===== src/rtl/alu_pkg.sv =====
// Shared types for the sequential ALU: opcodes, FSM states and the status-flag bundle.
package alu_pkg;

    typedef enum logic [2:0] {
        OP_AND = 3'b000,
        OP_XOR = 3'b001,
        OP_ADD = 3'b010,
        OP_SUB = 3'b011,
        OP_OR  = 3'b100,
        OP_SHL = 3'b101,
        OP_SHR = 3'b110,
        OP_MUL = 3'b111
    } op_e;

    typedef enum logic [1:0] {
        IDLE     = 2'b00,
        MUL_BUSY = 2'b01,
        DONE     = 2'b10
    } state_e;

    typedef struct packed {
        logic z;
        logic n;
        logic c;
        logic v;
    } alu_flags_t;

endpackage


===== src/rtl/alu_seq_if.sv =====
// Operand/result handshake bundle between the issuing controller, the ALU and the consumer.
interface alu_seq_if #(
    parameter int unsigned WIDTH = 8
);
    import alu_pkg::*;

    logic             in_valid;
    logic             in_ready;
    logic [WIDTH-1:0] a;
    logic [WIDTH-1:0] b;
    op_e              op;
    logic             out_valid;
    logic             out_ready;
    logic [WIDTH-1:0] result;
    logic             flag_z;
    logic             flag_n;
    logic             flag_c;
    logic             flag_v;

    modport slave (
        input  in_valid, a, b, op, out_ready,
        output in_ready, out_valid, result, flag_z, flag_n, flag_c, flag_v
    );

    modport master (
        output in_valid, a, b, op, out_ready,
        input  in_ready, out_valid, result, flag_z, flag_n, flag_c, flag_v
    );

endinterface


===== src/rtl/alu_mul_iter.sv =====
// Iterative shift-add multiplier: one partial product per cycle, WIDTH cycles per multiply.
module alu_mul_iter #(
    parameter int unsigned WIDTH = 8
) (
    input  logic               clk,
    input  logic               rst_n,
    input  logic               start,
    input  logic [WIDTH-1:0]   a,
    input  logic [WIDTH-1:0]   b,
    output logic               busy,
    output logic               done,
    output logic [2*WIDTH-1:0] product
);

    localparam int unsigned CntW = $clog2(WIDTH);

    logic [2*WIDTH-1:0] mcand_q, mcand_d;
    logic [WIDTH-1:0]   mplier_q, mplier_d;
    logic [2*WIDTH-1:0] acc_q, acc_d;
    logic [CntW-1:0]    cnt_q, cnt_d;
    logic               busy_q, busy_d;
    logic [2*WIDTH-1:0] step_acc;
    logic               last_step;

    // product is the accumulator after the current step, so the final step is visible
    // combinationally on the same edge the owner registers it.
    assign step_acc  = acc_q + (mplier_q[0] ? mcand_q : '0);
    assign last_step = busy_q && (cnt_q == CntW'(WIDTH - 1));

    always_comb begin
        mcand_d  = mcand_q;
        mplier_d = mplier_q;
        acc_d    = acc_q;
        cnt_d    = cnt_q;
        busy_d   = busy_q;
        if (start) begin
            mcand_d  = {{WIDTH{1'b0}}, a};
            mplier_d = b;
            acc_d    = '0;
            cnt_d    = '0;
            busy_d   = 1'b1;
        end else if (busy_q) begin
            acc_d    = step_acc;
            mcand_d  = mcand_q << 1;
            mplier_d = mplier_q >> 1;
            cnt_d    = cnt_q + CntW'(1);
            if (last_step) begin
                busy_d = 1'b0;
            end
        end
    end

    always_ff @(posedge clk or negedge rst_n) begin
        if (!rst_n) begin
            mcand_q  <= '0;
            mplier_q <= '0;
            acc_q    <= '0;
            cnt_q    <= '0;
            busy_q   <= 1'b0;
        end else begin
            mcand_q  <= mcand_d;
            mplier_q <= mplier_d;
            acc_q    <= acc_d;
            cnt_q    <= cnt_d;
            busy_q   <= busy_d;
        end
    end

    assign busy    = busy_q;
    assign done    = last_step;
    assign product = step_acc;

endmodule


===== src/rtl/alu_seq.sv =====
// Registered ALU with valid/ready handshakes; single-cycle ops complete on the accept edge,
// MUL is handed to the iterative multiplier and completes WIDTH cycles later.
module alu_seq
    import alu_pkg::*;
#(
    parameter int unsigned WIDTH = 8
) (
    input  logic      clk,
    input  logic      rst_n,
    alu_seq_if.slave  bus
);

    localparam int unsigned SHW = $clog2(WIDTH);

    state_e             state_q, state_d;
    logic [WIDTH-1:0]   result_q, result_d;
    alu_flags_t         flags_q, flags_d;

    logic               accept;
    logic               mul_start;
    logic               mul_busy;
    logic               mul_done;
    logic [2*WIDTH-1:0] mul_product;

    logic [WIDTH:0]     sum;
    logic [WIDTH:0]     diff;
    logic [WIDTH-1:0]   alu_res;
    logic               alu_c;
    logic               alu_v;

    assign bus.in_ready = (state_q == IDLE);
    assign accept       = bus.in_valid && (state_q == IDLE);
    assign mul_start    = accept && (bus.op == OP_MUL);

    alu_mul_iter #(
        .WIDTH (WIDTH)
    ) u_mul (
        .clk     (clk),
        .rst_n   (rst_n),
        .start   (mul_start),
        .a       (bus.a),
        .b       (bus.b),
        .busy    (mul_busy),
        .done    (mul_done),
        .product (mul_product)
    );

    // Single-cycle datapath; diff[WIDTH] is the borrow (a < b unsigned).
    always_comb begin
        sum     = {1'b0, bus.a} + {1'b0, bus.b};
        diff    = {1'b0, bus.a} - {1'b0, bus.b};
        alu_res = '0;
        alu_c   = 1'b0;
        alu_v   = 1'b0;
        unique case (bus.op)
            OP_AND: alu_res = bus.a & bus.b;
            OP_XOR: alu_res = bus.a ^ bus.b;
            OP_ADD: begin
                alu_res = sum[WIDTH-1:0];
                alu_c   = sum[WIDTH];
                alu_v   = (bus.a[WIDTH-1] == bus.b[WIDTH-1]) &&
                          (sum[WIDTH-1] != bus.a[WIDTH-1]);
            end
            OP_SUB: begin
                alu_res = diff[WIDTH-1:0];
                alu_c   = diff[WIDTH];
                alu_v   = (bus.a[WIDTH-1] != bus.b[WIDTH-1]) &&
                          (diff[WIDTH-1] != bus.a[WIDTH-1]);
            end
            OP_OR:  alu_res = bus.a | bus.b;
            OP_SHL: alu_res = bus.a << bus.b[SHW-1:0];
            OP_SHR: alu_res = bus.a >> bus.b[SHW-1:0];
            OP_MUL: alu_res = '0;
            default: alu_res = '0;
        endcase
    end

    always_comb begin
        state_d  = state_q;
        result_d = result_q;
        flags_d  = flags_q;
        unique case (state_q)
            IDLE: begin
                if (accept) begin
                    if (bus.op == OP_MUL) begin
                        state_d = MUL_BUSY;
                    end else begin
                        state_d   = DONE;
                        result_d  = alu_res;
                        flags_d.z = (alu_res == '0);
                        flags_d.n = alu_res[WIDTH-1];
                        flags_d.c = alu_c;
                        flags_d.v = alu_v;
                    end
                end
            end
            MUL_BUSY: begin
                if (mul_busy && mul_done) begin
                    state_d   = DONE;
                    result_d  = mul_product[WIDTH-1:0];
                    flags_d.z = (mul_product[WIDTH-1:0] == '0);
                    flags_d.n = mul_product[WIDTH-1];
                    flags_d.c = |mul_product[2*WIDTH-1:WIDTH];
                    flags_d.v = 1'b0;
                end
            end
            DONE: begin
                if (bus.out_ready) begin
                    state_d = IDLE;
                end
            end
            default: state_d = IDLE;
        endcase
    end

    always_ff @(posedge clk or negedge rst_n) begin
        if (!rst_n) begin
            state_q  <= IDLE;
            result_q <= '0;
            flags_q  <= '0;
        end else begin
            state_q  <= state_d;
            result_q <= result_d;
            flags_q  <= flags_d;
        end
    end

    assign bus.out_valid = (state_q == DONE);
    assign bus.result    = result_q;
    assign bus.flag_z    = flags_q.z;
    assign bus.flag_n    = flags_q.n;
    assign bus.flag_c    = flags_q.c;
    assign bus.flag_v    = flags_q.v;

endmodule


===== src/flat_wrapper.sv =====
// flat-port wrapper written by rule: the top's interface ports become plain ports
module alu_seq_flat import alu_pkg::*;
#(
    parameter int unsigned WIDTH = 8
)
  (clk, rst_n, bus_in_valid, bus_a, bus_b, bus_op, bus_out_ready, bus_in_ready, bus_out_valid, bus_result, bus_flag_z, bus_flag_n, bus_flag_c, bus_flag_v);
  alu_seq_if #(.WIDTH(WIDTH)) bus_i ();
  input  logic clk;
  input  logic rst_n;
  input wire logic [$bits(bus_i.in_valid)-1:0] bus_in_valid;
  input wire logic [$bits(bus_i.a)-1:0] bus_a;
  input wire logic [$bits(bus_i.b)-1:0] bus_b;
  input wire logic [$bits(bus_i.op)-1:0] bus_op;
  input wire logic [$bits(bus_i.out_ready)-1:0] bus_out_ready;
  output wire logic [$bits(bus_i.in_ready)-1:0] bus_in_ready;
  output wire logic [$bits(bus_i.out_valid)-1:0] bus_out_valid;
  output wire logic [$bits(bus_i.result)-1:0] bus_result;
  output wire logic [$bits(bus_i.flag_z)-1:0] bus_flag_z;
  output wire logic [$bits(bus_i.flag_n)-1:0] bus_flag_n;
  output wire logic [$bits(bus_i.flag_c)-1:0] bus_flag_c;
  output wire logic [$bits(bus_i.flag_v)-1:0] bus_flag_v;
  assign bus_i.in_valid = bus_in_valid;
  assign bus_i.a = bus_a;
  assign bus_i.b = bus_b;
  assign bus_i.op = bus_op;
  assign bus_i.out_ready = bus_out_ready;
  assign bus_in_ready = bus_i.in_ready;
  assign bus_out_valid = bus_i.out_valid;
  assign bus_result = bus_i.result;
  assign bus_flag_z = bus_i.flag_z;
  assign bus_flag_n = bus_i.flag_n;
  assign bus_flag_c = bus_i.flag_c;
  assign bus_flag_v = bus_i.flag_v;
  alu_seq #(.WIDTH(WIDTH)) u_core (.clk(clk), .rst_n(rst_n), .bus(bus_i));
endmodule

===== config.mk =====
export PLATFORM = sky130hd
export DESIGN_NAME = alu_seq_flat
export DESIGN_NICKNAME = d
export VERILOG_FILES = /design/src/rtl/alu_pkg.sv /design/src/rtl/alu_seq_if.sv /design/src/rtl/alu_mul_iter.sv /design/src/rtl/alu_seq.sv /design/src/flat_wrapper.sv
export SDC_FILE = /design/constraint.sdc
export NUM_CORES = 1
export LEC_CHECK = 0
export BUFFER_PORTS_ARGS = -buffer_cell sky130_fd_sc_hd__buf_2
export CORE_MARGIN = 2
export CORE_UTILIZATION = 25
export DETAILED_ROUTE_END_ITERATION = 10
export PLACE_DENSITY = 0.43
export SLEW_MARGIN = 20
export SYNTH_ARGS = -nofsm -noshare
export SYNTH_HDL_FRONTEND = slang
export SYNTH_SLANG_ARGS = --single-unit

===== constraint.sdc =====
create_clock -name clk -period 3.95 [get_ports clk]
set_clock_uncertainty 0.1 [all_clocks]
set_input_delay 0.1975 -clock clk [delete_from_list [all_inputs] [get_ports clk]]
set_output_delay 0.1975 -clock clk [all_outputs]
set_load 0.02 [all_outputs]

==> results of run 1 <==
==> sequential cells by signal, summed over array words and instances (netlist names) <==
signal and count:
u_core.u_mul.busy 1, u_core.bus.flag_c 1, u_core.bus.flag_v 1, u_core.u_mul.acc_q 16, u_core.u_mul.cnt_q 3, u_core.u_mul.mcand_q 16, u_core.bus.result 8, u_core.u_mul.mplier_q 8
u_core.bus.flag_z 1, u_core.state_q 2
==> layout make-up <==
type / count / area, um2
Multi-Input combinational cell: 455 / 3330
Clock inverter: 3 / 15.0
Sequential cell: 57 / 1430
Tap cell: 265 / 332
Timing Repair Buffer: 42 / 230
Inverter: 34 / 128
Clock buffer: 13 / 260
Fill cell: 2125 / 13900
==> power by group <==
| group | switching [mW] | leakage, nW | total (mW) | internal, mW |
|---|---|---|---|---|
| Clock | 0.261 | 0.139 | 0.716 | 0.455 |
| Sequential | 0.178 | 0.728 | 0.997 | 0.819 |
| Combinational | 0.839 | 1.74 | 1.41 | 0.575 |
==> metrics by stage <==
stage	cell area, um2	worst slack [ps]
2_1_floorplan	5040	970
3_3_place_gp	5430	718
3_5_place_dp	5430	628
4_1_cts	5720	616
5_1_grt	5720	316
6_report	5720	611
==> cell usage after synthesis, drive strengths merged, types with 4 or more instances <==
master  number
nand2       44
xor2         7
mux4         9
mux2i       43
and2        16
nand3       10
ha          44
o21bai       6
o21a         6
dfrtp       57
o21ai       39
inv         34
o32ai        5
nor2        57
xnor2       12
a211oi       7
o31ai        4
buf         16
o22ai        5
a21o         8
clkbuf      19
or3          5
nor3        12
a21oi       41
a31oi        6
nand2b       5
nor2b        4
o211ai       5
==> routing by layer <==
layer,GRT usage (%),vias to the layer above,share of wire [%]
met3,2.41,17,4.9
met4,4.56,0,1.8
met2,21.0,141,44
met5,0,-,0
li1,-,2126,-
met1,20.8,2148,49
==> cells by family after synthesis <==
logic type / share of synthesized area (%)
and+or+nand+nor: 17.0
muxes: 12.9
buffers and inverters: 5.59
AOI/OAI and AO/OA: 20.7
adders and majority gates: 12.1
xor gates and xnor gates: 3.30
DFF: 28.3
==> repair_timing <==
item | 4_1_cts | 5_1_grt
gates resized for setup | 0 | 0
hold endpoints to repair | 58 | 0
setup buffers | 0 | 0
hold buffers | 2 | 0
==> worst max-delay path, cell delays in order (launching register included) <==
cell,delay (ps)
dfrtp_1,620
and2_1,260
ha_1,260
a211oi_1,300
nor4_1,140
nor4_1,460
nor2_2,110
xnor2_1,150
or4_1,500
nor4_1,190
a31oi_1,120
==> worst max path at each step <==
stage,from,endpoint,slack (ps),depth (start not counted)
floorplan,u_core.u_mul.mplier_q[0],u_core.bus.flag_c,970,12
global placement,u_core.u_mul.mplier_q[0],u_core.bus.flag_c,720,10
detailed placement,u_core.u_mul.mplier_q[0],u_core.bus.flag_c,630,10
CTS,u_core.u_mul.mplier_q[0],u_core.bus.flag_c,620,10
global route,u_core.u_mul.mplier_q[0],u_core.bus.flag_c,320,10
finish,u_core.u_mul.mplier_q[0],u_core.bus.flag_c,610,10
==> results.sh, run 1 <==
export IMPL_viasPerCell=5.10
export IMPL_pin_count=37
export IMPL_clk_pin_slew_ps=50
export IMPL_diodes=0
export IMPL_yosysWarnings=0
export IMPL_nets=669
export IMPL_post_drt_wl_per_cell_um=17.2
export IMPL_ys_types=65
export IMPL_powerDensity_nw_per_um2=546
export IMPL_final_max_slew_violation_count=0
export IMPL_clock_root_buffer="clkbuf_16"
export IMPL_drive_gt1_share_pct=12.7
export IMPL_r2r_start="u_core.u_mul.mplier_q[0]"
export IMPL_synth_main_ff_cell="dfrtp_1"
export IMPL_place_congestion=0.866
export IMPL_die_w_um=146
export IMPL_overflow=0
export IMPL_grt_setup_unrepaired="no"
export IMPL_clockBufferDepth=2
export IMPL_die_area_um2=21300
export IMPL_ys_ff_latch=57
export IMPL_rows=51
export IMPL_grt_pass1_wl_um=24100
export IMPL_hold_class="primary input to flop"
export IMPL_worstMarginPinSlew_ps=995
export IMPL_core_area_um2=19600
export IMPL_end_kind="flop"
export IMPL_slew_limit_headroom_pct=33.6
export IMPL_rr_worst_depth=10
export IMPL_setup_viol=0
export IMPL_dp_cells=851
export IMPL_initial_core_util_pct=25.7
export IMPL_holdPathStages=3
export IMPL_fin_cells=869
export IMPL_layout_common_cells="dfrtp_1 (56), nor2_1 (55), nand2_1 (44), ha_1 (44), mux2i_1 (43)"
export IMPL_ir_worst_vdd_mv=0.263
export IMPL_drc=0
export IMPL_io_buffers=36
export IMPL_hpwlAfterDp_um=11100
export IMPL_via_count=4432
export IMPL_max_freq_ghz=0.299
export IMPL_min_to="u_core.u_mul.mplier_q[6]"
export IMPL_syn_to_final_growth_pct=13.6
export IMPL_synth_area_um2=5040
export IMPL_final_core_util_pct=29.2
export IMPL_period_share_pct=84.5
export IMPL_p_total_mw=3.13
export IMPL_min_from="bus_b[6]"
export IMPL_crit_arrival_ps=3420
export IMPL_clkSinkCount=57
export IMPL_synth_edf_count=0
export IMPL_synth_area_leaders="dfrtp_1 (28%), ha_1 (11%), mux2i_1 (8.5%)"
export IMPL_clk_latency_ps=320
export IMPL_cts_tree="yes"
export IMPL_worst_hold_slack_ps=42.3
export IMPL_ant_nets=0
export IMPL_r2r_setup_slack_ps=610
export IMPL_synth_fp_nets=651
export IMPL_firstDrtPassIters=5
export IMPL_timing_rr_end="u_core.bus.flag_c"
export IMPL_mostFrequentLayoutCell="dfrtp_1"
export IMPL_syn_inst=581
export IMPL_final_min_clock_period_ps=3340
export IMPL_avgSynthCellArea_um2=8.67
export IMPL_async_flop_share_pct=100
export IMPL_grt_max_degree=58
export IMPL_critPathKind="flop to flop"
export IMPL_htree_levels=3
export IMPL_die_y_um=146
export IMPL_max_cap_violations=0
export IMPL_cts_buffers=9
export IMPL_finalWirelength_um=14900
export IMPL_run_status="finished, final reports clean"
export IMPL_required_ps=4030
export IMPL_critPathMaxFanout=17
export IMPL_cp_start_kind="flop"
export IMPL_drtIter0Drc=405
export IMPL_synth_top_area_share_pct=28.3
export IMPL_hold_viol_final=0
export IMPL_yosysSeqAreaShare_pct=28.3
export IMPL_grt_pass1_vias=4381
export IMPL_synth_area_leader_cell="dfrtp_1"
export IMPL_grt_antenna_before_repair=0
export IMPL_setup_tns_ps=0
export IMPL_grt_total_usage_pct=14.2
export IMPL_leakage_nw=2.61
Note: power is estimated with default switching activity, not from simulation.
==> run 2: changes to the inputs <==
==> constraint.sdc (replaced) <==
create_clock -name clk -period 3.2 [get_ports clk]
set_clock_uncertainty 0.1 [all_clocks]
set_input_delay 0.16 -clock clk [delete_from_list [all_inputs] [get_ports clk]]
set_output_delay 0.16 -clock clk [all_outputs]
set_load 0.02 [all_outputs]
==> results.sh, run 2 (synthesis gave the netlist of run 1 again) <==
export IMPL_post_drt_wl_per_cell_um=16.9
export IMPL_worst_hold_slack_ps=42.4
export IMPL_layout_common_cells="dfrtp_1 (56), nor2_1 (55), nand2_1 (44), ha_1 (44), mux2i_1 (43)"
export IMPL_powerDensity_nw_per_um2=672
export IMPL_htree_levels=3
export IMPL_period_share_pct=93.9
export IMPL_drtIter0Drc=344
export IMPL_crit_chain="buf_4, and2_1, ha_1, nand3_1, nor4_2, nor4_2, nor2_2, xnor2_1, or4_1, nor4_2, a31oi_1"
export IMPL_die_area_um2=21300
export IMPL_hpwlAfterDp_um=11400
export IMPL_multi_input_area_um2=3360
export IMPL_critPathMostFrequentCell="nor4_2"
export IMPL_grt_pass1_vias=4315
export IMPL_clock_root_buffer="clkbuf_16"
export IMPL_syn_to_final_growth_pct=17.3
export IMPL_grt_max_degree=46
export IMPL_num_fill_cells=2087
export IMPL_clk_pin_slew_ps=50
export IMPL_place_congestion=0.901
export IMPL_overflow=0
export IMPL_drc=0
export IMPL_grt_antenna_before_repair=0
export IMPL_clk_latency_ps=330
export IMPL_critPathMaxFanout=11
export IMPL_setup_viol=0
export IMPL_cts_buffers=9
export IMPL_clkSinkCount=57
export IMPL_grt_total_usage_pct=14.3
export IMPL_pin_count=37
export IMPL_mostFrequentLayoutCell="dfrtp_1"
export IMPL_rows=51
export IMPL_crit_buf_inv=1
export IMPL_reg_top3="u_core.u_mul.acc_q x16, u_core.u_mul.mcand_q x16"
export IMPL_nets=685
export IMPL_viasPerCell=5.03
export IMPL_hold_viol_final=0
export IMPL_final_min_clock_period_ps=3000
export IMPL_drive_gt1_share_pct=15.8
export IMPL_p_total_mw=3.97
export IMPL_finalWirelength_um=14900
export IMPL_die_y_um=146
export IMPL_cts_tree="yes"
export IMPL_hold_class="primary input to flop"
export IMPL_io_buffers=36
export IMPL_max_cap_violations=0
export IMPL_cp_start_kind="flop"
export IMPL_crit_family="simple AND/OR/NAND/NOR gates"
export IMPL_max_freq_ghz=0.333
export IMPL_final_max_slew_violation_count=0
export IMPL_firstDrtPassIters=7
export IMPL_end_kind="flop"
export IMPL_cp_slowest_cell="or4_1"
export IMPL_ant_nets=0
export IMPL_slowest_delay_ps=530
export IMPL_run_status="finished, final reports clean"
export IMPL_grt_pass1_wl_um=24200
export IMPL_leakage_nw=2.70
export IMPL_crit_arrival_ps=3100
export IMPL_critPathKind="flop to flop"
export IMPL_clockBufferDepth=2
export IMPL_worstMarginPinSlew_ps=763
export IMPL_initial_core_util_pct=25.7
export IMPL_slew_limit_headroom_pct=49.2
export IMPL_via_count=4444
export IMPL_ir_worst_vdd_mv=0.268
export IMPL_required_ps=3300
export IMPL_die_w_um=146
export IMPL_register_area_um2=1430
export IMPL_core_area_um2=19600
export IMPL_diodes=0
## run 2: final timing paths
path                                                  to  slack (ps)                startpoint  cells past startpoint
max in group asynchronous           u_core.bus.result[1]        1920                     rst_n                      3
worst max-delay path                   u_core.bus.flag_c         200  u_core.u_mul.mplier_q[0]                     11
worst min-delay path            u_core.u_mul.mplier_q[5]          40                  bus_b[5]                      3
worst max register to register         u_core.bus.flag_c         200  u_core.u_mul.mplier_q[0]                     11
min in group asynchronous       u_core.u_mul.mcand_q[13]         340                     rst_n                      2
worst min register to register      u_core.bus.result[0]         370      u_core.bus.result[0]                      2
## run 2: what timing repair did
action	4_1_cts	5_1_grt
pin swaps	0	2
hold buffers	3	0
setup buffers	0	0
endpoints found under the setup margin	1	2
hold endpoints to repair	32	0
gates cloned	0	0
resized for setup	1	6
## run 2: layout make-up
type,instances,area share (%)
well taps,265,5.61
flip-flops and latches,57,24.2
clock buffers,12,4.34
inverters,34,2.16
multi-input cells,455,56.9
repair buffers,58,6.18
clock inverters,3,0.677
## run 2: worst register-to-register path, delay by kind of cell, from the launching register on
| kind | cells | cell delay [ps] |
|---|---|---|
| xor gates and xnor gates | 1 | 100 |
| AOI/OAI and AO/OA | 1 | 110 |
| buffers and inverters | 1 | 180 |
| DFF | 1 | 410 |
| and+or+nand+nor | 7 | 1590 |
| adders and majority gates | 1 | 370 |
## run 2: layer usage
| metal | share of wire, % | track usage (%) | vias to the layer above | routed length [um] |
|---|---|---|---|---|
| li1 | - | - | 2156 | - |
| met1 | 51 | 21.5 | 2165 | 7530 |
| met2 | 43 | 20.4 | 104 | 6450 |
| met3 | 4.1 | 1.85 | 19 | 612 |
| met4 | 2.1 | 5.69 | 0 | 315 |
| met5 | 0 | 0 | - | 0 |
## run 2: stage by stage
step / utilization (%) / instances / instance area [um2] / worst slack [ps] / setup TNS (ps)
3_5_place_dp: 28.4 / 866 / 5550 / 19.6 / 0
5_1_grt: 30.2 / 884 / 5910 / -14.3 / -14.3
6_report: 30.2 / 884 / 5910 / 197 / 0
3_3_place_gp: 28.4 / 866 / 5550 / 84.0 / 0
4_1_cts: 30.1 / 884 / 5890 / 29.2 / 0
2_1_floorplan: - / 581 / 5040 / 220 / 0
## run 2: report_power, final
part	total, mW	switching (mW)	internal (mW)
clock network	0.959	0.322	0.637
logic	1.80	1.07	0.738
registers	1.21	0.200	1.01
